==> src/rtl/spi_flash_read_seq.sv <==
// Serial-flash READ sequencer: pushes cmd/address/dummy bytes to the SPI TX FIFO,
// drains RX echoes and returns data bytes. Define SPI_FAST_READ_EN for FAST READ (0x0B).
module spi_flash_read_seq #(
    parameter logic [7:0]  READ_CMD        = 8'h03,
    parameter int unsigned ADDR_BYTES      = 3,
    parameter int unsigned MAX_OUTSTANDING = 4
) (
    input  logic        clk,
    input  logic        rst_n,
    input  logic        req_valid_i,
    output logic        req_ready_o,
    input  logic [31:0] req_addr_i,
    input  logic [7:0]  req_len_i,
    output logic        rsp_valid_o,
    input  logic        rsp_ready_i,
    output logic [7:0]  rsp_data_o,
    output logic        rsp_last_o,
    input  logic        tx_fifo_full_i,
    output logic        tx_fifo_write_o,
    output logic [7:0]  tx_fifo_data_o,
    input  logic        rx_fifo_empty_i,
    output logic        rx_fifo_read_o,
    input  logic [7:0]  rx_fifo_data_i,
    input  logic        spi_busy_i,
    output logic [1:0]  spi_cs_mode_o,
    output logic        seq_busy_o
);

    localparam int unsigned AddrW = ADDR_BYTES * 8;
`ifdef SPI_FAST_READ_EN
    localparam logic [7:0] CmdByte = 8'h0B;
    localparam logic [8:0] HdrLen  = 9'(ADDR_BYTES + 2);
`else
    localparam logic [7:0] CmdByte = READ_CMD;
    localparam logic [8:0] HdrLen  = 9'(ADDR_BYTES + 1);
`endif
    localparam logic [3:0] MaxOut  = 4'(MAX_OUTSTANDING);

    typedef enum logic [1:0] {StIdle, StRun, StClose} state_e;

    state_e           state_q, state_d;
    logic [AddrW-1:0] addr_q, addr_d;
    logic [8:0]       total_q, total_d;
    logic [8:0]       tx_cnt_q, tx_cnt_d;
    logic [8:0]       rx_cnt_q, rx_cnt_d;
    logic [3:0]       outst_q, outst_d;
    logic             tx_write_q, tx_write_d;
    logic [7:0]       tx_data_q, tx_data_d;
    logic             rsp_valid_q, rsp_valid_d;
    logic             rsp_last_q, rsp_last_d;
    logic [7:0]       rsp_data_q, rsp_data_d;

    logic       push, pop, rsp_hs;
    logic [7:0] tx_byte;
    logic [8:0] req_len9;
    logic       unused_addr;

    assign unused_addr = ^req_addr_i;
    assign req_len9    = (req_len_i == 8'd0) ? 9'd256 : {1'b0, req_len_i};

    // Byte for the current TX index: command, address MSB first, then dummies.
    always_comb begin
        tx_byte = 8'h00;
        if (tx_cnt_q == 9'd0) begin
            tx_byte = CmdByte;
        end
        for (int unsigned i = 1; i <= ADDR_BYTES; i++) begin
            if (tx_cnt_q == 9'(i)) begin
                tx_byte = addr_q[(ADDR_BYTES - i) * 8 +: 8];
            end
        end
    end

    assign push   = (state_q == StRun) && (tx_cnt_q < total_q) && !tx_fifo_full_i &&
                    (outst_q < MaxOut);
    // Header echoes never wait on the response register; data bytes need a free slot.
    assign pop    = (state_q == StRun) && !rx_fifo_empty_i && (rx_cnt_q < total_q) &&
                    ((rx_cnt_q < HdrLen) || !rsp_valid_q || rsp_ready_i);
    assign rsp_hs = rsp_valid_q && rsp_ready_i;

    always_comb begin
        state_d     = state_q;
        addr_d      = addr_q;
        total_d     = total_q;
        tx_cnt_d    = tx_cnt_q;
        rx_cnt_d    = rx_cnt_q;
        outst_d     = outst_q;
        tx_write_d  = push;
        tx_data_d   = tx_data_q;
        rsp_valid_d = rsp_valid_q;
        rsp_last_d  = rsp_last_q;
        rsp_data_d  = rsp_data_q;

        if (push) begin
            tx_data_d = tx_byte;
            tx_cnt_d  = tx_cnt_q + 9'd1;
        end
        if (pop) begin
            rx_cnt_d = rx_cnt_q + 9'd1;
        end
        unique case ({push, pop})
            2'b10:   outst_d = outst_q + 4'd1;
            2'b01:   outst_d = outst_q - 4'd1;
            default: outst_d = outst_q;
        endcase

        if (pop && (rx_cnt_q >= HdrLen)) begin
            rsp_valid_d = 1'b1;
            rsp_data_d  = rx_fifo_data_i;
            rsp_last_d  = (rx_cnt_q == total_q - 9'd1);
        end else if (rsp_hs) begin
            rsp_valid_d = 1'b0;
            rsp_last_d  = 1'b0;
        end

        unique case (state_q)
            StIdle: begin
                if (req_valid_i) begin
                    addr_d   = req_addr_i[AddrW-1:0];
                    total_d  = HdrLen + req_len9;
                    tx_cnt_d = 9'd0;
                    rx_cnt_d = 9'd0;
                    outst_d  = 4'd0;
                    state_d  = StRun;
                end
            end
            StRun: begin
                if (rsp_hs && rsp_last_q) begin
                    state_d = StClose;
                end
            end
            StClose: begin
                if (!spi_busy_i) begin
                    state_d = StIdle;
                end
            end
            default: state_d = StIdle;
        endcase
    end

    always_ff @(posedge clk or negedge rst_n) begin
        if (!rst_n) begin
            state_q     <= StIdle;
            addr_q      <= '0;
            total_q     <= 9'd0;
            tx_cnt_q    <= 9'd0;
            rx_cnt_q    <= 9'd0;
            outst_q     <= 4'd0;
            tx_write_q  <= 1'b0;
            tx_data_q   <= 8'h00;
            rsp_valid_q <= 1'b0;
            rsp_last_q  <= 1'b0;
            rsp_data_q  <= 8'h00;
        end else begin
            state_q     <= state_d;
            addr_q      <= addr_d;
            total_q     <= total_d;
            tx_cnt_q    <= tx_cnt_d;
            rx_cnt_q    <= rx_cnt_d;
            outst_q     <= outst_d;
            tx_write_q  <= tx_write_d;
            tx_data_q   <= tx_data_d;
            rsp_valid_q <= rsp_valid_d;
            rsp_last_q  <= rsp_last_d;
            rsp_data_q  <= rsp_data_d;
        end
    end

    assign req_ready_o     = (state_q == StIdle);
    assign seq_busy_o      = (state_q != StIdle);
    assign spi_cs_mode_o   = (state_q == StRun) ? 2'b10 : 2'b00;
    assign tx_fifo_write_o = tx_write_q;
    assign tx_fifo_data_o  = tx_data_q;
    assign rx_fifo_read_o  = pop;
    assign rsp_valid_o     = rsp_valid_q;
    assign rsp_data_o      = rsp_data_q;
    assign rsp_last_o      = rsp_last_q;

endmodule

==> config.mk <==
export PLATFORM = sky130hd
export DESIGN_NAME = spi_flash_read_seq
export DESIGN_NICKNAME = d
export VERILOG_FILES = /design/src/rtl/spi_flash_read_seq.sv
export SDC_FILE = /design/constraint.sdc
export NUM_CORES = 1
export LEC_CHECK = 0
export ABC_CLOCK_PERIOD_IN_PS = 3800
export CORE_ASPECT_RATIO = 2
export CORE_MARGIN = 2
export CORE_UTILIZATION = 25
export DETAILED_ROUTE_END_ITERATION = 16
export DONT_BUFFER_PORTS = 1
export PLACE_DENSITY = 0.42
export SYNTH_ARGS = -nofsm -noshare
export SYNTH_HDL_FRONTEND = slang
export SYNTH_SLANG_ARGS = --single-unit
==> constraint.sdc <==
create_clock -name clk -period 3.8 [get_ports clk]
set_input_delay 0.57 -clock clk [delete_from_list [all_inputs] [get_ports clk]]
set_output_delay 0.57 -clock clk [all_outputs]
set_load 0.005 [all_outputs]
# After elaboration in Yosys (flattened, before gate mapping)
# Index checks and enable logic that the tools add are counted.
[totals]
regBits = 76
input_bits = 55
out_inout_bits = 24
wordCells = 76
[classes]
add_sub_neg = 6
magnitude_cmp = 5
eq_ne = 11
n_mux = 22
n_reduce_logical = 21
[ops]
columns = ["cell", "n"]
rows = [
  ["$mux 9", 7],
  ["$mux 8", 3],
  ["$add 9x1->9 const B", 2],
  ["$eq 9x2->1 const B", 2],
  ["$lt 9x9->1", 2],
  ["$mux 2", 5],
  ["$add 3x9->9 const A", 1],
  ["$eq 9x1->1 const B", 1],
  ["$eq 9x9->1", 1],
  ["$ge 9x3->1 const B", 1],
  ["$logic_and 1x1->1", 9],
  ["$logic_not 9->1", 1],
  ["$lt 9x3->1 const B", 1],
  ["$sub 9x1->9 const B", 1],
  ["$logic_not 8->1", 1],
  ["$mux 4", 2],
  ["$pmux 4 s2", 1],
  ["$pmux 2 s3", 1],
  ["$add 4x1->4 const B", 1],
  ["$eq 2x1->1 const B", 2],
  ["$eq 2x2->1 const B", 2],
  ["$lt 4x3->1 const B", 1],
  ["$ne 2x2->1 const B", 2],
  ["$reduce_bool 2->1", 2],
  ["8 further kinds", 13],
]

# Logic depth before layout (Yosys ltp)
# Gate-level depths: netlist of the first run.
[depth]
word_depth = 8
depth_mapped = 15
mapped_depth_nobuf = 14

# Least setup slack after synthesis of the first run
# No wires, ideal clock.
[synth_path]
kind = "reg-to-reg"
startpoint = "register total_q[6]"
endpoint = "register outst_q[3]"
setup_time_ns = 0.078
t_arrival_ns = 3.031
t_required_ns = 3.722
path_slack_ns = 0.691
path_stages_with_launch = 16
path_buffers = 1
synth_period_minus_slack_ns = 3.109
path_cell_list = "dfrtp_1 -> inv_1 -> ha_1 -> a21o_1 -> a21oi_1 -> o2111ai_1 -> a21oi_4 -> inv_2 -> clkbuf_1 -> ha_1 -> ha_1 -> a21o_1 -> a21oi_1 -> xnor2_1 -> or3_1 -> a21oi_1"
[synth_between]
elab_chain_cells = 8
elab_cells_between_ends = 12
cone_classes = "order compare (2); eq/ne (2); mux (3); reduce/logical (5)"
[synth_rtl]
columns = ["element", "line_no", "text"]
rows = [
  ["start, declared", "43", "logic [8:0] total_q, total_d;"],
  ["start signal, assigned", "157", "total_q <= total_d;"],
  ["$lt 9x9->1 *", "74", "assign push = (state_q == StRun) && (tx_cnt_q < total_q) && !tx_fifo_full_i &&"],
  ["$logic_and 1x1->1 * (3 in a row)", "74", ""],
  ["named net push", "53", "logic push, pop, rsp_hs;"],
  ["$eq 2x1->1 / $eq 2x2->1 (equally long branches)", "101", "unique case ({push, pop})"],
  ["$pmux 4 s2 *", "101", ""],
  ["$mux 4", "118", "if (req_valid_i) begin"],
  ["$mux 4 *", "116", "unique case (state_q)"],
  ["named net outst_d[3]", "46", "logic [3:0] outst_q, outst_d;"],
  ["end signal, assigned", "160", "outst_q <= outst_d;"],
  ["end, declared", "46", ""],
]
# Mark *: on every way through the listed nets, which the timed path passes. The rest lies on a longest branch.
# A chain may end at the register's enable or synchronous reset.

# Worst setup path after layout of the first run
[layout_path]
startpoint = "register total_q[8]"
endpoint = "register outst_q[3]"
# The elaborated chain is that of the path after synthesis.

==> run_results.csv, run 1 <==
group,metric,value,unit
pwr,p_per_area,584,nW/um2
yosys,synth_common_cells,"nand2_1, dfrtp_1, ha_1, nor2_1, a21oi_1",
timing,fin_tns_setup,0,ns
critical_path,reg2reg_to,"outst_q[3]",
yosys,syn_nets,549,
timing,hold_viol,0,
critical_path,cp-end-kind,"flop",
global_route,overflow,0,
die,start_util,25.5,%
yosys,netlist_area,4250,um2
pwr,p_leak,2.27,nW
global_route,grt_pass1_vias,3377,
routing,via_count,3271,
yosys,synth_edf_count,0,
critical_path,cp_data_arrival_time,3.41,ns
routing,drc,0,
yosys,synthArstFlopShare,100,%
cells_and_area,antennaDiodeCount,0,
die,coreArea,16700,um2
yosys,synth-seq-cells,76,
cells_and_area,layout.nets,546,
global_route,antenna_found_initial,0,
clock_tree,cts.clk_slew.worst_paths,0.07,ns
yosys,synth_cells,464,
placed_design,dpl.hpwl,8.60,mm
yosys,ys.flop_type,"dfrtp_1",
critical_path,rr_startpoint,"total_q[8]",
placed_design,pre_cts_slack,0.568,ns
critical_path,worstSetupPathType,"flop to flop",
critical_path,required,4.05,ns
clock_tree,cts_resized,0,
routing,via_per_inst,4.86,
clock_tree,htree_num_levels,3,
clock_tree,cts_buffers,9,
run,maxCapViolations,0,
timing,rsz0062_at_grt,"false",
timing,drv_slew,0,
timing,setup_viol,0,
yosys,avgSynthCellArea,9.16,um2
worst_hold_path,hold_path_class,"primary input to async pin",
yosys,yosysWarnings,0,
yosys,synth_top_area_cell,"dfrtp_1",
clock_tree,cts_tree,"built",
routing,wl,11.7,mm
timing,finalCriticalPeriod,3.16,ns
yosys,synth_top_area_share,44.7,%
critical_path,crit_start,"total_q[8]",
global_route,grt_usage,13.7,%
placed_design,io_buffers,0,
yosys,synth.distinct_cells,52,
cells_and_area,final_layout_size_suffix_gt1_share,8.80,%
critical_path,cp_max_fo,6,
placed_design,gp_congestion,0.897,
global_route,grt_max_degree,77,
die,die_w,96.2,um
critical_path,cp-start-kind,"flop",
routing,drtIter0Drc,99,
timing,max_freq,0.317,GHz
run_status,status,"completed",
die,dieArea,18100,um2
yosys,yosysMostFrequentCell,"nand2_1",
die,std_cell_rows,67,
clock_tree,cts.sinks,76,
yosys,yosysSeqAreaShare,44.7,%
clock_tree,clk_latency,0.35,ns
cells_and_area,syn2layout_area_growth,12.5,%
timing,worst_pin_slew,0.997,ns
yosys,synth_area_leaders,"dfrtp_1, nand2_1, ha_1",
timing,fin_skew,0.0110,ns
critical_path,r2r_slack,0.64,ns
die,die_h,188,um
routing,wire_per_inst,17.3,um
routing,ant_nets,0,
global_route,grt_pass1_wl,18.3,mm
critical_path,ff2ff_path_depth,13,
routing,firstDrtPassIters,4,
clock_tree,clock_path_buffers,2,
timing,fin_crit_sh,83.1,%
pwr,vdd_drop_max,0.194,mV
critical_path,cp-endpoint,"outst_q[3]",
timing,fin_ws,0.643,ns
timing,slew_headroom,33.5,%
die,io_pins,79,
clock_tree,ctsRootBufferMaster,"clkbuf_16",
[logic make-up (layout without fill, tap and decap cells)]
family	count (synthesis)	after routing	synth area share (%)
flip-flops	76	76	44.7
adder cells (fa/ha/maj)	30	30	9.01
XOR/XNOR	20	20	4.12
multiplexers	14	14	3.53
buffers and inverters	43	45	4.33
AO/OA/AOI/OAI	86	86	13.4
AND/OR/NAND/NOR	194	194	20.8
other	1	1	0.0882
[placed cells by master, fill, tap and decap left out, types with 10 or more instances in the layout]
cell type  netlist  layout
nor2_1          27      27
nand3_1         10      10
xor2_1          11      11
o21ai_0         20      20
ha_1            29      29
o31ai_1         11      11
a21oi_1         25      25
nand2_1        110     110
dfrtp_1         76      76
inv_1           22      22
[worst max-delay path, cell delays in order, from the launching register on]
cell and delay, ns:
dfrtp_1 0.36, inv_1 0.08, ha_1 0.23, nor4_1 0.42, o2111ai_1 0.27, a21oi_4 0.28, inv_2 0.06, ha_1 0.23
ha_1 0.28, a21o_1 0.16, a21oi_1 0.17, xnor2_1 0.09, or3_1 0.31, a21oi_1 0.14
[routing by layer]
layer / routed length, um / global-route usage [%]
met1: 3960 / 13.5
met2: 6980 / 25.9
met3: 343 / 2.12
met4: 380 / 7.75
met5: 0 / 0
[final cells by class]
type	instances	area (um2)
repair buffers	6	65.1
clock buffers	9	225
clock inverters	7	80.1
fillers	1768	11900
multi-input cells	345	2170
inverters	23	86.3
well taps	207	259
flip-flops and latches	76	1900
[sequential cells by signal, summed over array words and instances (netlist names)]
signal           cells
tx_fifo_data_o       8
rsp_data_o           8
total_q              9
state_q              2
rsp_valid_o          1
tx_fifo_write_o      1
outst_q              4
tx_cnt_q             9
rx_cnt_q             9
rsp_last_o           1
addr_q              24
[how the worst min path moves through the flow]
stage                  to  start  slack [ns]  cells past startpoint
5_1_grt        addr_q[23]  rst_n        0.14                      1
4_1_cts        addr_q[23]  rst_n        0.13                      1
3_5_place_dp   addr_q[23]  rst_n        0.28                      0
3_3_place_gp   addr_q[23]  rst_n        0.28                      0
6_report       addr_q[23]  rst_n        0.11                      1
2_1_floorplan   addr_q[0]  rst_n        0.27                      0
[power breakdown]
group          leakage, nW  switching, mW  internal, mW
logic                 1.15          0.436         0.320
registers            0.966          0.190         0.950
clock network        0.148          0.380         0.518
[stage by stage]
| step | power, mW | cell area, um2 | util (%) | std cells | hold WS [ns] |
|---|---|---|---|---|---|
| 6_report | 2.79 | 4780 | 28.7 | 673 | 0.110 |
| 5_1_grt | 2.99 | 4780 | 28.7 | 673 | 0.144 |
| 4_1_cts | 2.85 | 4780 | 28.7 | 673 | 0.130 |
| 3_5_place_dp | 1.91 | 4450 | 26.7 | 656 | 0.277 |
| 3_3_place_gp | 1.89 | 4450 | 26.7 | 656 | 0.277 |
| 2_1_floorplan | 1.71 | 4250 | - | 464 | 0.274 |
[what timing repair did]
| action | CTS | global route |
|---|---|---|
| hold endpoints to repair | 76 | 0 |
| hold buffers | 1 | 0 |
| buffers inserted | 0 | 0 |
(Power assumes the default switching activity.)
==> run 2, diff against run 1 <==
--- a/config.mk
+++ b/config.mk
@@ -5,13 +5,13 @@
 export SDC_FILE = /design/constraint.sdc
 export NUM_CORES = 1
 export LEC_CHECK = 0
-export ABC_CLOCK_PERIOD_IN_PS = 3800
+export ABC_CLOCK_PERIOD_IN_PS = 2770
 export CORE_ASPECT_RATIO = 2
 export CORE_MARGIN = 2
 export CORE_UTILIZATION = 25
 export DETAILED_ROUTE_END_ITERATION = 16
 export DONT_BUFFER_PORTS = 1
-export PLACE_DENSITY = 0.42
+export PLACE_DENSITY = 0.44
 export SYNTH_ARGS = -nofsm -noshare
 export SYNTH_HDL_FRONTEND = slang
 export SYNTH_SLANG_ARGS = --single-unit
==> constraint.sdc (replaced) <==
create_clock -name clk -period 2.77 [get_ports clk]
set_input_delay 0.4155 -clock clk [delete_from_list [all_inputs] [get_ports clk]]
set_output_delay 0.4155 -clock clk [all_outputs]
set_load 0.005 [all_outputs]
==> run_results.csv, run 2 (synthesis gave the netlist of run 1 again) <==
group,metric,value,unit
run_status,status,"completed",
critical_path,cp_data_arrival_time,3.03,ns
pwr,p_leak,2.46,nW
global_route,antenna_found_initial,0,
timing,drv_slew,0,
timing,max_freq,0.362,GHz
cells_and_area,layout.nets,584,
die,coreArea,16700,um2
routing,wire_per_inst,16.6,um
worst_hold_path,hold_path_startpoint,"req_addr_i[19]",
timing,fin_skew,0.00879,ns
cells_and_area,mostFrequentLayoutCells,"nand2_1, dfrtp_1, buf_4",
clock_tree,clock_path_buffers,2,
routing,drtIter0Drc,105,
die,std_cell_rows,67,
clock_tree,cts_buffers,9,
routing,wl,11.8,mm
placed_design,dpl.hpwl,9.10,mm
placed_design,placed_area,4750,um2
cells_and_area,antennaDiodeCount,0,
cells_and_area,largest_reg_flops,24,
global_route,grt_usage,14.2,%
routing,via_per_inst,4.75,
critical_path,cp-end-kind,"flop",
die,die_h,188,um
critical_path,required,3.04,ns
cells_and_area,top_register,"addr_q",
placed_design,dp_cells,691,
cells_and_area,final_layout_size_suffix_gt1_share,17.7,%
critical_path,r2r_slack,0.005,ns
die,dieArea,18100,um2
clock_tree,cts_tree,"built",
critical_path,slowest_stage,"or4_4",
worst_hold_path,hold_depth,2,
critical_path,rr_startpoint,"rx_cnt_q[6]",
global_route,overflow,0,
critical_path,reg2reg_to,"outst_q[3]",
clock_tree,ctsRootBufferMaster,"clkbuf_16",
run,maxCapViolations,0,
clock_tree,htree_num_levels,3,
placed_design,gp_congestion,0.799,
global_route,grt_max_degree,77,
routing,firstDrtPassIters,4,
cells_and_area,syn2layout_area_growth,20.9,%
critical_path,ff2ff_path_depth,11,
timing,worst_pin_slew,0.627,ns
worst_hold_path,hold_path_class,"primary input to flop",
critical_path,cp-start-kind,"flop",
routing,ant_nets,0,
critical_path,worstPathCellList,"or4_4 > nor4_4 > o21ba_2 > and2_4 > ha_4 > ha_4 > a21o_1 > a21oi_2 > xnor2_1 > or3_1 > a21oi_2",
placed_design,io_buffers,0,
timing,fin_crit_sh,99.8,%
global_route,grt_pass1_vias,3572,
cells_and_area,stdcell_count,711,
critical_path,cp_max_fo,4,
cells_and_area,fill_cells,1766,
cells_and_area,multi_input_area,2230,um2
routing,via_count,3380,
worst_hold_path,holdPathEnd,"addr_q[19]",
timing,rsz0062_at_grt,"true",
routing,drc,0,
clock_tree,clk_latency,0.34,ns
critical_path,worstSetupPathType,"flop to flop",
cells_and_area,fin_area,5140,um2
cells_and_area,regArea,1900,um2
timing,finalCriticalPeriod,2.76,ns
pwr,p_per_area,787,nW/um2
die,start_util,25.5,%
timing,hold_viol,0,
pwr,vdd_drop_max,0.347,mV
clock_tree,cts.sinks,76,
critical_path,cp_slowest_stage_delay,0.56,ns
die,die_w,96.2,um
timing,setup_viol,0,
die,io_pins,79,
global_route,grt_pass1_wl,19.3,mm
timing,slew_headroom,57.9,%
cells_and_area,layout_commonest_cell,"nand2_1",
clock_tree,cts.clk_slew.worst_paths,0.07,ns
-- run 2: per-layer routing --
metal  global-route usage [%]  up-vias  part of all wire (%)
li1                         -     1669                     -
met1                     14.3     1626                    35
met2                     27.0       67                    59
met3                     2.36       18                   3.4
met4                     6.65        0                   3.1
met5                        0        -                     0
-- run 2: through the flow --
stage / setup TNS, ns / power (mW) / hold WS (ns) / worst slack (ns) / utilization (%)
2_1_floorplan: -0.0853 / 2.38 / 0.120 / -0.0853 / -
3_5_place_dp: -0.0956 / 2.79 / 0.122 / -0.0956 / 28.5
4_1_cts: 0 / 4.11 / 0.156 / 0.0141 / 30.7
6_report: 0 / 4.04 / 0.174 / 0.00548 / 30.8
5_1_grt: -0.163 / 4.33 / 0.176 / -0.129 / 30.8
3_3_place_gp: -0.0853 / 2.75 / 0.122 / -0.0853 / 28.5
-- run 2: layout make-up --
class	instances	area share, %
clock buffers	9	4.38
clock inverters	7	1.58
inverters	23	1.68
multi-input cells	345	43.4
flip-flops and latches	76	37.0
well taps	207	5.04
repair buffers	44	6.87
-- run 2: what timing repair did --
action	in CTS	in global routing
pin swaps	3	0
setup endpoints to repair	1	2
setup buffers	1	1
hold buffers	2	0
resized for setup	4	2
cloned	0	0
endpoints found under the hold margin	76	0
-- run 2: worst max path at each step --
stage                start          to  slack, ns  depth (start not counted)
2_1_floorplan   total_q[6]  outst_q[3]      -0.09                         15
3_3_place_gp   rx_cnt_q[6]  outst_q[3]      -0.09                         11
3_5_place_dp   rx_cnt_q[6]  outst_q[3]       -0.1                         11
4_1_cts        rx_cnt_q[6]  outst_q[3]       0.01                         11
5_1_grt        rx_cnt_q[6]  outst_q[3]      -0.13                         11
6_report       rx_cnt_q[6]  outst_q[3]      0.005                         11
-- run 2: critical path, delay by kind of cell, from the launching register on --
kind	cells	cell delay (ns)
simple gates	4	1.22
compound gates	4	0.61
flops	1	0.44
fa+ha+maj	2	0.34
xor+xnor	1	0.08
-- run 2: report_power, final --
group,leakage (nW),total [mW],internal (mW),switching (mW)
Combinational,1.34,1.32,0.585,0.734
Sequential,0.966,1.49,1.30,0.181
Clock,0.153,1.24,0.714,0.522
Total,2.46,4.04,2.60,1.44
==> run 3, diff against run 2 <==
--- a/config.mk
+++ b/config.mk
@@ -7,11 +7,12 @@
 export LEC_CHECK = 0
 export ABC_CLOCK_PERIOD_IN_PS = 2770
 export CORE_ASPECT_RATIO = 2
-export CORE_MARGIN = 2
+export CORE_MARGIN = 4
 export CORE_UTILIZATION = 25
 export DETAILED_ROUTE_END_ITERATION = 16
 export DONT_BUFFER_PORTS = 1
 export PLACE_DENSITY = 0.44
+export SKIP_CTS_REPAIR_TIMING = 1
 export SYNTH_ARGS = -nofsm -noshare
 export SYNTH_HDL_FRONTEND = slang
 export SYNTH_SLANG_ARGS = --single-unit
==> constraint.sdc (replaced) <==
create_clock -name clk -period 2.77 [get_ports clk]
set_input_delay 0.4155 -clock clk [delete_from_list [all_inputs] [get_ports clk]]
set_output_delay 0.4155 -clock clk [all_outputs]
set_load 0.02 [all_outputs]
==> run_results.csv, run 3 (synthesis gave the netlist of run 1 again) <==
group,metric,value,unit
pwr,cell_internal_pwr,2.70,mW
worst_hold_path,hold_path_class,"primary input to flop",
pwr,fin_total_pwr,4.22,mW
critical_path,cp-end-kind,"flop",
critical_path,required,3.03,ns
global_route,grt_pass1_vias,3627,
routing,wire_per_inst,17.4,um
routing,drc,0,
cells_and_area,final_core_util,30.9,%
critical_path,rr_startpoint,"rx_cnt_q[6]",
clock_tree,cts_tree,"built",
clock_tree,cts.clk_slew.worst_paths,0.07,ns
routing,wl,12.4,mm
critical_path,cp-start-kind,"flop",
cells_and_area,antennaDiodeCount,0,
routing,ant_nets,0,
pwr,clockPowerShare,30.5,%
timing,rsz0062_at_grt,"true",
timing,hold_viol,0,
timing,fin_crit_sh,98.5,%
clock_tree,ctsRootBufferMaster,"clkbuf_16",
clock_tree,cts.sinks,76,
global_route,grt_usage,13.3,%
clock_tree,cts_buffers,9,
pwr,combPwrFrac,32.2,%
placed_design,gp_congestion,0.771,
pwr,p_per_area,815,nW/um2
critical_path,worstSetupPathType,"flop to flop",
die,die_h,192,um
cells_and_area,final_layout_size_suffix_gt1_share,18.7,%
cells_and_area,largest_reg_flops,24,
pwr,vdd_drop_max,0.310,mV
global_route,grt_max_degree,77,
critical_path,crit_start,"rx_cnt_q[6]",
critical_path,ff2ff_path_depth,11,
cells_and_area,multi_input_area,2230,um2
clock_tree,clk_latency,0.34,ns
die,start_util,25.4,%
cells_and_area,top_register,"addr_q",
placed_design,dpl.hpwl,9.57,mm
pwr,switchingPower,1.52,mW
timing,slew_headroom,58.0,%
critical_path,cp_data_arrival_time,2.99,ns
timing,setup_viol,0,
routing,via_count,3428,
cells_and_area,regArea,1900,um2
critical_path,cp_max_fo,4,
global_route,antenna_found_initial,0,
timing,fin_ws,0.0411,ns
timing,drv_slew,0,
cells_and_area,syn2layout_area_growth,22.0,%
run,maxCapViolations,0,
timing,worst_pin_slew,0.626,ns
clock_tree,clock_path_buffers,2,
worst_hold_path,hold_depth,2,
placed_design,io_buffers,0,
run_status,status,"completed",
routing,firstDrtPassIters,4,
die,dieArea,19300,um2
worst_hold_path,hold_path_startpoint,"req_addr_i[21]",
cells_and_area,layout.nets,588,
routing,drtIter0Drc,112,
pwr,p_leak,2.48,nW
global_route,grt_pass1_wl,19.4,mm
pwr,switching_share,36.0,%
die,coreArea,16800,um2
cells_and_area,mostFrequentLayoutCells,"nand2_1, dfrtp_1, buf_4",
timing,finalCriticalPeriod,2.73,ns
global_route,overflow,0,
timing,fin_skew,0.00966,ns
die,io_pins,79,
placed_design,pre_cts_slack,-0.101,ns
pwr,pwr-share-seq,37.2,%
die,die_w,100,um
cells_and_area,layout_commonest_cell,"nand2_1",
timing,max_freq,0.366,GHz
die,std_cell_rows,67,
cells_and_area,fill_cells,1766,
routing,via_per_inst,4.79,
clock_tree,htree_num_levels,3,
==> run 3: worst paths after layout <==
path / to / slack [ns]
setup / recovery: outst_q[3] / 0.04
hold / removal: addr_q[21] / 0.17
setup reg to reg: outst_q[3] / 0.04
hold reg to reg: addr_q[9] / 0.48
max in group asynchronous: rx_cnt_q[6] / 1.77
min in group asynchronous: rx_cnt_q[0] / 0.61
==> run 3: critical path, cell delays in order (launching register included) <==
cell and delay (ns):
dfrtp_2 0.44, or4_4 0.56, nor4_4 0.16, o21ba_2 0.18, and2_4 0.17, ha_4 0.15
ha_4 0.19, a21o_1 0.16, a21oi_2 0.12, xnor2_1 0.08, or3_1 0.31, a21oi_1 0.12
==> run 3: power by group through the flow <==
stage	sequential, mW	combinational, mW	clock, mW
after floorplan	1.56	0.918	0
after global placement	1.59	1.30	0
after detailed placement	1.60	1.32	0
after CTS	1.58	1.33	1.33
after global routing	1.60	1.53	1.36
final	1.57	1.36	1.29
==> run 3: cell type report <==
cell class	count	area share (%)
clock buffer	9	4.34
timing repair buffer	48	7.38
tap	207	4.99
inverter	23	1.66
multi-input combinational	345	43.1
clock inverter	7	1.86
sequential	76	36.7
==> run 3: routing by layer <==
layer  global-route usage (%)  vias up  part of all wire (%)
met3                     2.03       23                   2.2
li1                         -     1676                     -
met5                        0        -                     0
met4                     6.95        0                   3.7
met2                     26.9       50                    61
met1                     12.1     1679                    33
==> run 3: stage by stage <==
step,instances,instance area [um2],TNS [ns],hold WS (ns)
floorplan,464,4300,-0.0878,0.120
CTS,710,5100,-0.124,-0.247
global placement,694,4770,-0.101,0.123
global route,715,5190,-0.142,0.175
finish,715,5190,0,0.173
detailed placement,694,4770,-0.101,0.124
